File: src/rtl/rx_lock_ctrl.sv
// ============================================================================
// rx_lock_ctrl : block-lock sequencer for the 66b receive gearbox path
// Define RX_LOCK_CTRL_STATS_EN to enable the loss-of-lock counter. Rev 1.0
// ============================================================================
`default_nettype none

module rx_lock_ctrl #(
   parameter int STABLE_DV  = 16,
   parameter int SETTLE_TO  = 1023,
   parameter int VERIFY_CNT = 32,
   parameter int WIN_LEN    = 64,
   parameter int BAD_MAX    = 8
) (
   input  logic        clk_i,
   input  logic        rst_i,
   input  logic        buffer_dv_i,
   input  logic [6:0]  seek_offset_i,
   input  logic [1:0]  hdr_i,
   input  logic        hdr_dv_i,
   output logic        seeker_rst_o,
   output logic [6:0]  offset_o,
   output logic        locked_o,
   output logic [15:0] relock_cnt_o
);

   localparam int SW = $clog2(STABLE_DV + 1);
   localparam int TW = $clog2(SETTLE_TO + 1);
   localparam int GW = $clog2(VERIFY_CNT + 1);
   localparam int WW = $clog2(WIN_LEN + 1);
   localparam int BW = $clog2(BAD_MAX + 1);

   // "_PRE" values: the count held just before the strobe/header that completes it
   localparam logic [SW-1:0] STABLE_PRE = SW'(STABLE_DV - 2);
   localparam logic [TW-1:0] TO_PRE     = TW'(SETTLE_TO - 1);
   localparam logic [GW-1:0] GOOD_PRE   = GW'(VERIFY_CNT - 1);
   localparam logic [WW-1:0] WIN_PRE    = WW'(WIN_LEN - 1);
   localparam logic [BW-1:0] BAD_PRE    = BW'(BAD_MAX - 1);
   localparam logic [6:0]    MAX_OFFSET = 7'd65;

   typedef enum logic [1:0] {
      SEEK_RST = 2'd0,
      SETTLE   = 2'd1,
      VERIFY   = 2'd2,
      LOCKED   = 2'd3
   } state_t;

   state_t        state;
   state_t        state_nxt;

   logic [6:0]    prev_offset;
   logic [SW-1:0] stable_cnt;
   logic [TW-1:0] timeout_cnt;
   logic [GW-1:0] good_cnt;
   logic [WW-1:0] win_cnt;
   logic [BW-1:0] bad_cnt;

   logic          hdr_good;
   logic          hdr_bad;
   logic          off_match;
   logic          stable_done;
   logic          commit;
   logic          settle_timeout;
   logic          verify_done;
   logic          verify_fail;
   logic          lose_lock;
   logic          win_last;

   assign hdr_good    = hdr_dv_i && ((hdr_i == 2'b01) || (hdr_i == 2'b10));
   assign hdr_bad     = hdr_dv_i && !((hdr_i == 2'b01) || (hdr_i == 2'b10));
   assign off_match   = (seek_offset_i == prev_offset) && (seek_offset_i <= MAX_OFFSET);
   assign stable_done = (STABLE_DV < 2) || (stable_cnt == STABLE_PRE);

   // Commit wins over timeout when both land on the same strobe
   assign commit         = (state == SETTLE) && buffer_dv_i && off_match && stable_done;
   assign settle_timeout = (state == SETTLE) && buffer_dv_i && !commit && (timeout_cnt == TO_PRE);
   assign verify_done    = (state == VERIFY) && hdr_good && (good_cnt == GOOD_PRE);
   assign verify_fail    = (state == VERIFY) && hdr_bad;
   assign lose_lock      = (state == LOCKED) && hdr_bad && (bad_cnt == BAD_PRE);
   assign win_last       = (win_cnt == WIN_PRE);

   always_ff @(posedge clk_i or posedge rst_i) begin
      if (rst_i) begin
         state <= SEEK_RST;
      end else begin
         state <= state_nxt;
      end
   end

   always_comb begin
      state_nxt    = state;
      seeker_rst_o = 1'b0;
      locked_o     = 1'b0;
      case (state)
         SEEK_RST: begin
            seeker_rst_o = 1'b1;
            state_nxt    = SETTLE;
         end
         SETTLE: begin
            if (commit) begin
               state_nxt = VERIFY;
            end else if (settle_timeout) begin
               state_nxt = SEEK_RST;
            end
         end
         VERIFY: begin
            if (verify_fail) begin
               state_nxt = SEEK_RST;
            end else if (verify_done) begin
               state_nxt = LOCKED;
            end
         end
         LOCKED: begin
            locked_o = 1'b1;
            if (lose_lock) begin
               state_nxt = SEEK_RST;
            end
         end
         default: begin
            state_nxt    = SEEK_RST;
            seeker_rst_o = 1'b1;
         end
      endcase
   end

   always_ff @(posedge clk_i or posedge rst_i) begin
      if (rst_i) begin
         prev_offset <= 7'd0;
         offset_o    <= 7'd0;
         stable_cnt  <= '0;
         timeout_cnt <= '0;
         good_cnt    <= '0;
         win_cnt     <= '0;
         bad_cnt     <= '0;
      end else begin
         case (state)
            SEEK_RST: begin
               stable_cnt  <= '0;
               timeout_cnt <= '0;
               good_cnt    <= '0;
               win_cnt     <= '0;
               bad_cnt     <= '0;
            end
            SETTLE: begin
               if (buffer_dv_i) begin
                  prev_offset <= seek_offset_i;
                  if (off_match) begin
                     stable_cnt <= (stable_cnt == '1) ? stable_cnt : stable_cnt + 1'b1;
                  end else begin
                     stable_cnt <= '0;
                  end
                  timeout_cnt <= (timeout_cnt == '1) ? timeout_cnt : timeout_cnt + 1'b1;
                  if (commit) begin
                     offset_o <= seek_offset_i;
                  end
               end
            end
            VERIFY: begin
               if (hdr_good) begin
                  good_cnt <= (good_cnt == '1) ? good_cnt : good_cnt + 1'b1;
               end
            end
            LOCKED: begin
               // The last header is judged inside its own window before the clear
               if (hdr_dv_i && !lose_lock) begin
                  if (win_last) begin
                     win_cnt <= '0;
                     bad_cnt <= '0;
                  end else begin
                     win_cnt <= (win_cnt == '1) ? win_cnt : win_cnt + 1'b1;
                     if (hdr_bad) begin
                        bad_cnt <= (bad_cnt == '1) ? bad_cnt : bad_cnt + 1'b1;
                     end
                  end
               end
            end
            default: begin
               stable_cnt <= '0;
            end
         endcase
      end
   end

`ifdef RX_LOCK_CTRL_STATS_EN
   logic [15:0] relock_cnt;

   always_ff @(posedge clk_i or posedge rst_i) begin
      if (rst_i) begin
         relock_cnt <= 16'h0000;
      end else if (lose_lock && (relock_cnt != 16'hFFFF)) begin
         relock_cnt <= relock_cnt + 16'd1;
      end
   end

   assign relock_cnt_o = relock_cnt;
`else
   assign relock_cnt_o = 16'h0000;
`endif

endmodule

`default_nettype wire

File: config.mk
export PLATFORM = sky130hd
export DESIGN_NAME = rx_lock_ctrl
export DESIGN_NICKNAME = d
export VERILOG_FILES = /design/src/rtl/rx_lock_ctrl.sv
export SDC_FILE = /design/constraint.sdc
export NUM_CORES = 1
export LEC_CHECK = 0
export CAP_MARGIN = 10
export CORE_MARGIN = 2
export CORE_UTILIZATION = 40
export CTS_CLUSTER_SIZE = 20
export DETAILED_ROUTE_END_ITERATION = 10
export SYNTH_ARGS = -nofsm -noshare
export SYNTH_HDL_FRONTEND = slang
export SYNTH_SLANG_ARGS = --single-unit
File: constraint.sdc
create_clock -name clk_i -period 3.5 [get_ports clk_i]
set_clock_uncertainty 0.05 [all_clocks]
set_input_delay 0.525 -clock clk_i [delete_from_list [all_inputs] [get_ports clk_i]]
set_output_delay 0.525 -clock clk_i [all_outputs]
set_load 0.1 [all_outputs]
==> reports/qor.json <==
{
  "vdd_ir_drop_max": {"value": 245, "unit": "uV"},
  "synthFlopType": {"value": "sky130_fd_sc_hd__dfrtp_1"},
  "critical_path.max_fanout": {"value": 22},
  "dp.final_hpwl": {"value": 4.22, "unit": "mm"},
  "tightestPinTransition": {"value": 1.01, "unit": "ns"},
  "remaining_drc_errors": {"value": 0},
  "critical_path_class": {"value": "reg2out"},
  "io_pins": {"value": 38},
  "synth_area_per_cell": {"value": 9.95, "unit": "um2"},
  "avgRoutedWirePerCell": {"value": 14.3, "unit": "um"},
  "layout-drive-gt1-share": {"value": 13.3, "unit": "%"},
  "antenna_violations_before_repair": {"value": 0},
  "share_of_the_yosys_chip_area_belonging_to_registers": {"value": 41.4, "unit": "%"},
  "result_of_the_run": {"value": "complete, no violations"},
  "netSwitchingPower": {"value": 604, "unit": "uW"},
  "clock_tree_from_tritoncts": {"value": "built"},
  "clock_power_share": {"value": 25.0, "unit": "%"},
  "core_area": {"value": 7140, "unit": "um2"},
  "totalNegativeSetupSlack": {"value": 0, "unit": "ns"},
  "floorplan.rows": {"value": 31},
  "grt_overflow_total": {"value": 0},
  "synthDistinctLibCells": {"value": 58},
  "port_buffers": {"value": 21},
  "routed-via-count": {"value": 2278},
  "number_of_enable_type_register_cells_in_the_synthesized_netlist": {"value": 0},
  "rsz0062_at_grt": {"value": "false"},
  "antenna_left": {"value": 0},
  "hold_violations": {"value": 0},
  "final_nets": {"value": 335},
  "timing.max_slew.rel_slack": {"value": 32.5, "unit": "%"},
  "drt_first_pass_iters": {"value": 4},
  "cts_root_buffer": {"value": "sky130_fd_sc_hd__clkbuf_8"},
  "start_kind": {"value": "flop"},
  "r2r_setup_slack": {"value": 1.09, "unit": "ns"},
  "leakage": {"value": 1.35, "unit": "nW"},
  "synthArstFlopShare": {"value": 100, "unit": "%"},
  "internal_power": {"value": 995, "unit": "uW"},
  "power_per_cell_area": {"value": 491, "unit": "nW/um2"},
  "htreeDepth": {"value": 2},
  "end_kind": {"value": "primary output"},
  "crit_end": {"value": "seeker_rst_o"},
  "r2r_end": {"value": "bad_cnt[2]$_DFFE_PP0P_"},
  "grt_pass1_wl": {"value": 10.3, "unit": "mm"},
  "crit_arrival": {"value": 2.15, "unit": "ns"},
  "clk_transition_reported_paths": {"value": 0.09, "unit": "ns"},
  "via_per_inst": {"value": 5.50},
  "die_y": {"value": 89.2, "unit": "um"},
  "initialDrtViolationCount": {"value": 109},
  "ff2ff_path_depth": {"value": 5},
  "grt_pass1_vias": {"value": 2132},
  "place.gp.congestion": {"value": 0.811},
  "crit_required": {"value": 2.92, "unit": "ns"},
  "comb_power_share": {"value": 31.2, "unit": "%"},
  "clock_path_buffers": {"value": 2},
  "total_of_flip_flops_plus_latches_after_synthesis": {"value": 48},
  "numClockSinks": {"value": 48},
  "final_common_cell": {"value": "sky130_fd_sc_hd__dfrtp_1"},
  "area_growth_syn_to_layout": {"value": 12.1, "unit": "%"},
  "numPlacedInstances": {"value": 406},
  "number_of_hold_repair_buffers_added_at_the_cts_stage": {"value": 0},
  "sw_frac_of_total": {"value": 37.8, "unit": "%"},
  "drt_wl_total": {"value": 5.94, "unit": "mm"},
  "synth_cells": {"value": 292},
  "insertion_delay": {"value": 0.30, "unit": "ns"},
  "post_synth_instance_area": {"value": 2900, "unit": "um2"},
  "diodes": {"value": 0},
  "final_cells": {"value": 414},
  "final_max_slew_viol_count": {"value": 0},
  "fmax": {"value": 0.367, "unit": "GHz"},
  "synth-warning-count": {"value": 0},
  "timing.final.crit_period": {"value": 2.73, "unit": "ns"},
  "setup_viol": {"value": 0},
  "final_min_period_over_clock_period": {"value": 77.9, "unit": "%"},
  "grt_util_all_layers": {"value": 16.3, "unit": "%"},
  "die_area": {"value": 7960, "unit": "um2"},
  "layout.cells.most_common_list": {"value": "48 x sky130_fd_sc_hd__dfrtp_1, 19 x sky130_fd_sc_hd__clkdlybuf4s50_1, 18 x sky130_fd_sc_hd__nand2_1, 17 x sky130_fd_sc_hd__mux2_2, 16 x sky130_fd_sc_hd__conb_1"},
  "cp-startpoint": {"value": "state[0]$_DFFE_PP0P_"},
  "largest_net_degree_at_the_start_of_global_routing": {"value": 49},
  "maxCapViolations": {"value": 0},
  "worstReg2RegStart": {"value": "state[0]$_DFFE_PP0P_"},
  "die_w": {"value": 89.2, "unit": "um"},
  "resized_cells_post_cts": {"value": 0},
  "cts-buffers-inserted": {"value": 5},
  "starting_density": {"value": 40.7, "unit": "%"},
  "worstHoldPathType": {"value": "reg2reg"},
  "pwr-share-seq": {"value": 43.9, "unit": "%"},
  "cts.repair_timing.setup_buffer_count": {"value": 0}
}
[flip-flops by register name, summed over array words and instances (netlist names)]
| signal | count |
|---|---|
| bad_cnt | 4 |
| good_cnt | 6 |
| state | 2 |
| prev_offset | 7 |
| offset_o | 7 |
| timeout_cnt | 10 |
| stable_cnt | 5 |
| win_cnt | 7 |
[cell type report]
class | instances | area [um2]
Clock inverter | 2 | 35.0
Timing Repair Buffer | 22 | 213
Clock buffer | 6 | 72.6
Multi-Input combinational cell | 225 | 1570
Fill cell | 702 | 3880
Tap cell | 99 | 124
Inverter | 12 | 45.0
Sequential cell | 48 | 1200
[worst min path at each step]
stage	start	to	slack (ns)	cells past startpoint
floorplan	good_cnt[5]$_DFFE_PP0P_	good_cnt[5]$_DFFE_PP0P_	0.44	1
global placement	offset_o[6]$_DFFE_PP0P_	offset_o[6]$_DFFE_PP0P_	0.44	1
detailed placement	offset_o[1]$_DFFE_PP0P_	offset_o[1]$_DFFE_PP0P_	0.44	1
CTS	offset_o[1]$_DFFE_PP0P_	offset_o[1]$_DFFE_PP0P_	0.46	1
global route	offset_o[0]$_DFFE_PP0P_	offset_o[0]$_DFFE_PP0P_	0.49	1
finish	offset_o[1]$_DFFE_PP0P_	offset_o[1]$_DFFE_PP0P_	0.46	1
[Yosys cell counts (all sizes together), types with 8 or more instances]
| cell type | instances | share of area, % |
|---|---|---|
| buf | 19 | 4.7 |
| nand2 | 18 | 2.3 |
| mux2 | 17 | 6.6 |
| dfrtp | 48 | 41 |
| o21ai | 12 | 2.5 |
| nand3 | 12 | 2.1 |
| nor2 | 13 | 1.7 |
| a21oi | 13 | 2.2 |
| o41ai | 9 | 3.0 |
| inv | 10 | 1.3 |
| xor2 | 8 | 2.4 |
| ha | 8 | 3.4 |
[power groups by stage]
stage	combinational, mW	clock (mW)	sequential, mW
after floorplan	0.443	0	0.674
after CTS	0.503	0.416	0.700
final	0.498	0.399	0.702
after global routing	0.552	0.436	0.714
after global placement	0.495	0	0.709
after detailed placement	0.503	0	0.711
[logic make-up (layout without fill, tap and decap cells)]
| group | Yosys count | after routing | synth area share [%] |
|---|---|---|---|
| buf+inv | 34 | 42 | 6.68 |
| simple gates | 106 | 106 | 21.5 |
| mux | 18 | 18 | 6.94 |
| other cells | 1 | 16 | 0.129 |
| compound gates | 68 | 68 | 17.3 |
| flops | 48 | 48 | 41.4 |
| xor+xnor | 9 | 9 | 2.71 |
| fa+ha+maj | 8 | 8 | 3.45 |
[stage by stage]
stage	hold WS (ns)	utilization, %	worst slack [ns]	total power [mW]	cell area [um2]
2_1_floorplan	0.435	-	1.13	1.12	2960
3_3_place_gp	0.440	44.1	0.873	1.20	3150
3_5_place_dp	0.443	44.1	0.838	1.21	3150
4_1_cts	0.464	45.6	0.735	1.62	3260
5_1_grt	0.486	45.6	0.601	1.70	3260
6_report	0.459	45.6	0.772	1.60	3260
[per-layer routing]
metal  part of all wire [%]  vias up  wire length (um)  GRT usage (%)
met3                    3.6        8               215           3.23
met2                     46       48              2740           25.5
li1                       -     1117                 -              -
met4                    1.3        0                79           4.07
met5                      0        -                 0              0
met1                     49     1105              2900           23.3
[critical path, stage by stage (launching register included)]
cell	delay, ns
sky130_fd_sc_hd__dfrtp_1	0.73
sky130_fd_sc_hd__or2_2	0.41
sky130_fd_sc_hd__clkinv_1	0.36
sky130_fd_sc_hd__buf_4	0.35
Note: power is estimated with default switching activity, not from simulation.
